## src/rtl/quat_tx_scheduler.sv

```systemverilog
// Buffers quaternion result frames and presents them one at a time to an SPI transmitter.
// Optional feature macro: QSCHED_SEQNUM_EN (8-bit sequence tag on presented frames).
module quat_tx_scheduler #(
  parameter int unsigned DEPTH = 4
) (
  input  logic                      sclk,
  input  logic                      rst,
  input  logic                      in_valid,
  input  logic [31:0]               in_q0,
  input  logic [31:0]               in_q1,
  input  logic [31:0]               in_q2,
  input  logic [31:0]               in_q3,
  output logic                      in_ready,
  input  logic                      cs,
  input  logic                      data_ready,
  output logic [31:0]               q0,
  output logic [31:0]               q1,
  output logic [31:0]               q2,
  output logic [31:0]               q3,
  output logic                      frame_valid,
  output logic                      aborted,
  output logic                      overflow,
  output logic [7:0]                seq_num,
  output logic [$clog2(DEPTH):0]    level
);

  localparam int unsigned PW = $clog2(DEPTH);
  localparam int unsigned LW = PW + 1;

  typedef enum logic [1:0] {
    IDLE,
    ARMED,
    SEND,
    RELEASE
  } state_e;

  state_e          state_q, state_d;
  logic [PW-1:0]   wr_ptr_q, wr_ptr_d;
  logic [PW-1:0]   rd_ptr_q, rd_ptr_d;
  logic [LW-1:0]   level_q, level_d;
  logic [127:0]    mem_q [DEPTH];
  logic [127:0]    mem_d [DEPTH];
  logic [127:0]    frame_q, frame_d;
  logic            aborted_q, aborted_d;
  logic            overflow_q, overflow_d;
  logic            push, pop, load;

  always_comb begin
    push      = in_valid && (level_q != LW'(DEPTH));
    pop       = 1'b0;
    load      = 1'b0;
    aborted_d = 1'b0;
    state_d   = state_q;
    unique case (state_q)
      IDLE: begin
        if (level_q != '0) begin
          load    = 1'b1;
          state_d = ARMED;
        end
      end
      ARMED: begin
        if (!cs) state_d = SEND;
      end
      SEND: begin
        // Completion wins over a coincident cs rise.
        if (data_ready) begin
          pop     = 1'b1;
          state_d = RELEASE;
        end else if (cs) begin
          aborted_d = 1'b1;
          state_d   = ARMED;
        end
      end
      RELEASE: begin
        if (cs) begin
          if (level_q != '0) begin
            load    = 1'b1;
            state_d = ARMED;
          end else begin
            state_d = IDLE;
          end
        end
      end
      default: state_d = IDLE;
    endcase
  end

  always_comb begin
    mem_d = mem_q;
    if (push) mem_d[wr_ptr_q] = {in_q0, in_q1, in_q2, in_q3};
    wr_ptr_d   = push ? wr_ptr_q + PW'(1) : wr_ptr_q;
    rd_ptr_d   = pop  ? rd_ptr_q + PW'(1) : rd_ptr_q;
    level_d    = level_q;
    if (push && !pop) level_d = level_q + LW'(1);
    if (!push && pop) level_d = level_q - LW'(1);
    frame_d    = load ? mem_q[rd_ptr_q] : frame_q;
    overflow_d = overflow_q || (in_valid && !push);
  end

  always_ff @(posedge sclk) begin
    if (rst) begin
      state_q    <= IDLE;
      wr_ptr_q   <= '0;
      rd_ptr_q   <= '0;
      level_q    <= '0;
      frame_q    <= '0;
      aborted_q  <= 1'b0;
      overflow_q <= 1'b0;
    end else begin
      state_q    <= state_d;
      wr_ptr_q   <= wr_ptr_d;
      rd_ptr_q   <= rd_ptr_d;
      level_q    <= level_d;
      frame_q    <= frame_d;
      aborted_q  <= aborted_d;
      overflow_q <= overflow_d;
    end
  end

  // Frame storage carries no reset; pointers and level define validity.
  always_ff @(posedge sclk) begin
    mem_q <= mem_d;
  end

`ifdef QSCHED_SEQNUM_EN
  logic [7:0] pop_cnt_q, pop_cnt_d;
  logic [7:0] seq_q, seq_d;

  always_comb begin
    pop_cnt_d = pop ? pop_cnt_q + 8'd1 : pop_cnt_q;
    seq_d     = load ? pop_cnt_q : seq_q;
  end

  always_ff @(posedge sclk) begin
    if (rst) begin
      pop_cnt_q <= '0;
      seq_q     <= '0;
    end else begin
      pop_cnt_q <= pop_cnt_d;
      seq_q     <= seq_d;
    end
  end

  assign seq_num = seq_q;
`else
  assign seq_num = '0;
`endif

  assign in_ready    = (level_q != LW'(DEPTH));
  assign level       = level_q;
  assign frame_valid = (state_q == ARMED) || (state_q == SEND);
  assign aborted     = aborted_q;
  assign overflow    = overflow_q;
  assign {q0, q1, q2, q3} = frame_q;

endmodule

```

## config.mk

```make
export PLATFORM = sky130hd
export DESIGN_NAME = quat_tx_scheduler
export DESIGN_NICKNAME = d
export VERILOG_FILES = /design/src/rtl/quat_tx_scheduler.sv
export SDC_FILE = /design/constraint.sdc
export NUM_CORES = 1
export LEC_CHECK = 0
export BUFFER_PORTS_ARGS = -buffer_cell sky130_fd_sc_hd__buf_2
export CAP_MARGIN = 10
export CELL_PAD_IN_SITES_DETAIL_PLACEMENT = 1
export CELL_PAD_IN_SITES_GLOBAL_PLACEMENT = 1
export CORE_AREA = 3 3 216 218
export CTS_CLUSTER_DIAMETER = 30
export DETAILED_ROUTE_END_ITERATION = 6
export DIE_AREA = 0 0 219 221
export GPL_TIMING_DRIVEN = 0
export PLACE_DENSITY = 0.84
export SLEW_MARGIN = 20
export SYNTH_ARGS = -nofsm -noshare
export SYNTH_HDL_FRONTEND = slang
export SYNTH_SLANG_ARGS = --single-unit
```

## constraint.sdc

```tcl
create_clock -name sclk -period 6.6 [get_ports sclk]
set_input_delay 0.33 -clock sclk [delete_from_list [all_inputs] [get_ports sclk]]
set_output_delay 0.33 -clock sclk [all_outputs]
set_load 0.02 [all_outputs]
```

==> metrics <==
Final setup viols=0; Vias=15200; multiplexer share of the synthesized area=approximately 12%; fmax=353 MHz; max-cap check violation count=0; largest net degree at the start of global routing=46; CTS Buffer Depth=3; Distinct cells, synth=37; Root Buffer=clkbuf_16; Antenna Violating Nets Remaining=0; GRT Residual Overflow=0; Total GRT Usage=32.9%; Adder-Cell Fraction of Synth Area=0.614%; Final Skew=0.0369 ns; post_cts resized=0; DRT iter0 DRCs=1526; Sinks on Clock Net=651; Slew HR=roughly 47%; Critical Path AT=~3.4 ns; area of the multi-input gates=0.00498 mm^2; Hold Path Origin=in_valid; Critical Path End Type=register; synth warn=0; area of the core=0.0451 mm^2; Die Height=221 um; largest family of logic cells by synthesized area=multiplexers; WL final=78900 um; leakage power=11.5 nW; io pins=between 200 and 300; syn_area_per_cell=approximately 18 um^2; final core utilization=70.7%; GPL Wtd Cong=roughly 0.74; Post-Synth Simple-Gate Area=between 4 and 5%; Post-DP HPWL=37100 um; xor and xnor area share after synthesis=0.185%; Max Slew Vio Count=0; final net count=2004; Synth-to-Final Area Change=34.8%; cell accounting for the most synthesized area=edfxtp_1; row count=78; crit share post-route=43.0%; storage element area=0.0182 mm^2; Hold Crit Class=input pin to register; # port buffers=267; VDD IR max=371 uV; Fin Hold WS=0.111 ns; layout cells sized above 1=35.0%; FILL cells=3824; Synth Area in Compound Gates=3.05%; clk slew on worst S/H paths=approximately 0.05 ns; Clock Latency Late Sink=~0.70 ns; CP cell instances=or3b_1 -> and2_4 -> inv_2 -> ha_1 -> inv_1 -> fa_1 -> xor2_1 -> or3_1 -> a21oi_1; Tmin final=roughly 2.8 ns; Slowest cell on crit path=or3b_1; initial antenna violation count=9; Final Hold Viols=0; Seq cells post-synth=651; Crit Path Category=register to register; CTS H-tree lvls=4; crit path launch type=register; Setup TNS=0 ns; worst-margin pin slew=0.781 ns; Power per Cell Area=444 mW/mm^2; drt via density=5.90; global-route wire length before repair=116000 um; Critical Path Max Stage Delay=0.52 ns; CTS buffer count=132; ranking of synthesized cells by area=edfxtp_1, mux4_2, dfxtp_1; uppermost layer routed=met5; vias in the first global route=17200; synthesized instance count=1311; CP Max Fanout=6; unrepaired setup endpoints after global routing=no; WL met1=between 20000 and 30000 um; post-synth top area share=65.0%; DRC Markers=0; die area=0.0484 mm^2; metal3 WL=5480 um; TritonCTS clock tree=done; starting density of the core=52.4%; register area share after synthesis=76.8%; met2 WL=about 41000 um; DRT Pass-1 Iters=6; status=finished, final reports clean; Worst Setup SP=level[2]$_SDFFE_PP0P_; Horiz. Die Dim=219 um; Reg2Reg Launch Point=level[2]$_SDFFE_PP0P_; post-DR wirelength/cell=between 30 and 40 um; WP data required=7.20 ns; Post-Place Worst Slack=4.05 ns; Mapped Area=about 0.024 mm^2; Setup WS post-layout=between 3 and 4 ns
==> logic make-up after synthesis <==
family	after synthesis
DFF	651
and+or+nand+nor	285
AOI/OAI and AO/OA	140
muxes	128
buffers and inverters	90
adders and majority gates	11
xor gates and xnor gates	5
other	1
==> what timing repair did <==
item                                   4_1_cts  5_1_grt
buffers inserted                             0        0
endpoints found under the hold margin      513        0
hold buffers                               129        0
==> path summary, 6_finish.rpt <==
kind                          endpoint  slack (ns)  cells after the start
max              level[2]$_SDFFE_PP0P_        3.76                      9
min                overflow$_SDFF_PP0_        0.11                      3
max reg2reg      level[2]$_SDFFE_PP0P_        3.76                      9
min reg2reg  frame_q[105]$_SDFFE_PP0P_        0.46                      2
==> layout by cell type (no fill, tap or decap), types with 5 or more instances in the layout <==
| master | count |
|---|---|
| inv_6 | 6 |
| clkinv_4 | 5 |
| clkinv_1 | 6 |
| clkinv_8 | 7 |
| buf_4 | 11 |
| clkinvlp_4 | 12 |
| clkbuf_16 | 138 |
| bufinv_16 | 15 |
| ha_1 | 10 |
| buf_6 | 16 |
| inv_1 | 9 |
| clkinv_2 | 21 |
| clkbuf_8 | 5 |
| conb_1 | 8 |
| dfxtp_1 | 139 |
| nor2_1 | 7 |
| mux4_2 | 128 |
| buf_2 | 304 |
| diode_2 | 7 |
| buf_16 | 5 |
| a21oi_1 | 132 |
| dlygate4sd3_1 | 129 |
| clkbuf_1 | 45 |
| buf_12 | 7 |
| nand2_1 | 261 |
| edfxtp_1 | 512 |
==> through the flow <==
stage | instance area [um^2] | power, W | instances
finish | 31900 | 0.0141 | 2578
global placement | 25700 | 0.00696 | 2185
global route | 31900 | 0.0145 | 2574
floorplan | 23700 | 0.00628 | 1318
detailed placement | 26000 | 0.00706 | 2197
CTS | 31900 | 0.0140 | 2571
==> cell type report <==
cell class,instances,area share [%]
inverters,10,0.118
plain buffers,80,1.60
diodes,7,0.0550
well taps,600,2.36
clock inverters,72,2.76
clock buffers,173,11.4
repair buffers,408,9.12
flip-flops and latches,651,57.0
multi-input cells,577,15.6
==> state kept, by name (all words and copies together) (netlist names) <==
register  flops
state_q       2
mem_q       512
wr_ptr_q      2
overflow      1
aborted       1
level         3
rd_ptr_q      2
frame_q     128
==> Yosys cell counts <==
cell type and instances:
buf_4 11, o21a_1 1, a41oi_1 1, xor2_1 4, or3_4 1, xnor2_1 1
or3b_1 1, nor2b_1 2, dfxtp_1 139, fa_1 1, o21ai_0 1, nor3_2 1
buf_2 37, a311oi_1 1, nand3_1 1, o221ai_1 1, a21oi_1 132, and2_1 1
or3_1 1, inv_1 9, mux4_2 128, o31ai_1 1, nor2_1 7, nand3b_1 1
a31oi_1 1, nand2_1 261, and2_4 1, and3_1 5, clkbuf_1 16, conb_1 1
buf_6 16, nand2b_1 1, inv_2 1, ha_1 10, a32oi_1 1, edfxtp_1 512
nor3_4 1
==> critical path, delay by kind of cell (launching register included) <==
family / cells / cell delay [ns]
buffers and inverters: 2 / 0.18
AOI/OAI and AO/OA: 1 / 0.22
adders and majority gates: 2 / 0.59
and+or+nand+nor: 3 / 1.10
DFF: 1 / 0.47
xor gates and xnor gates: 1 / 0.17
==> power by group <==
part	switching, W	leakage [nW]	internal [W]	total [W]
Sequential	0.000248	5.83	0.00486	0.00511
Clock	0.00239	2.17	0.00449	0.00687
Combinational	0.00145	3.53	0.000710	0.00216
Total	0.00409	11.5	0.0101	0.0141
==> metal layers <==
| layer | up-vias | global-route usage (%) |
|---|---|---|
| li1 | 6180 | - |
| met4 | 2 | 15.9 |
| met5 | - | 0 |
| met1 | 7945 | 39.7 |
| met2 | 875 | 56.6 |
| met3 | 212 | 6.93 |
No activity file was read; power rests on OpenSTA's default activity.
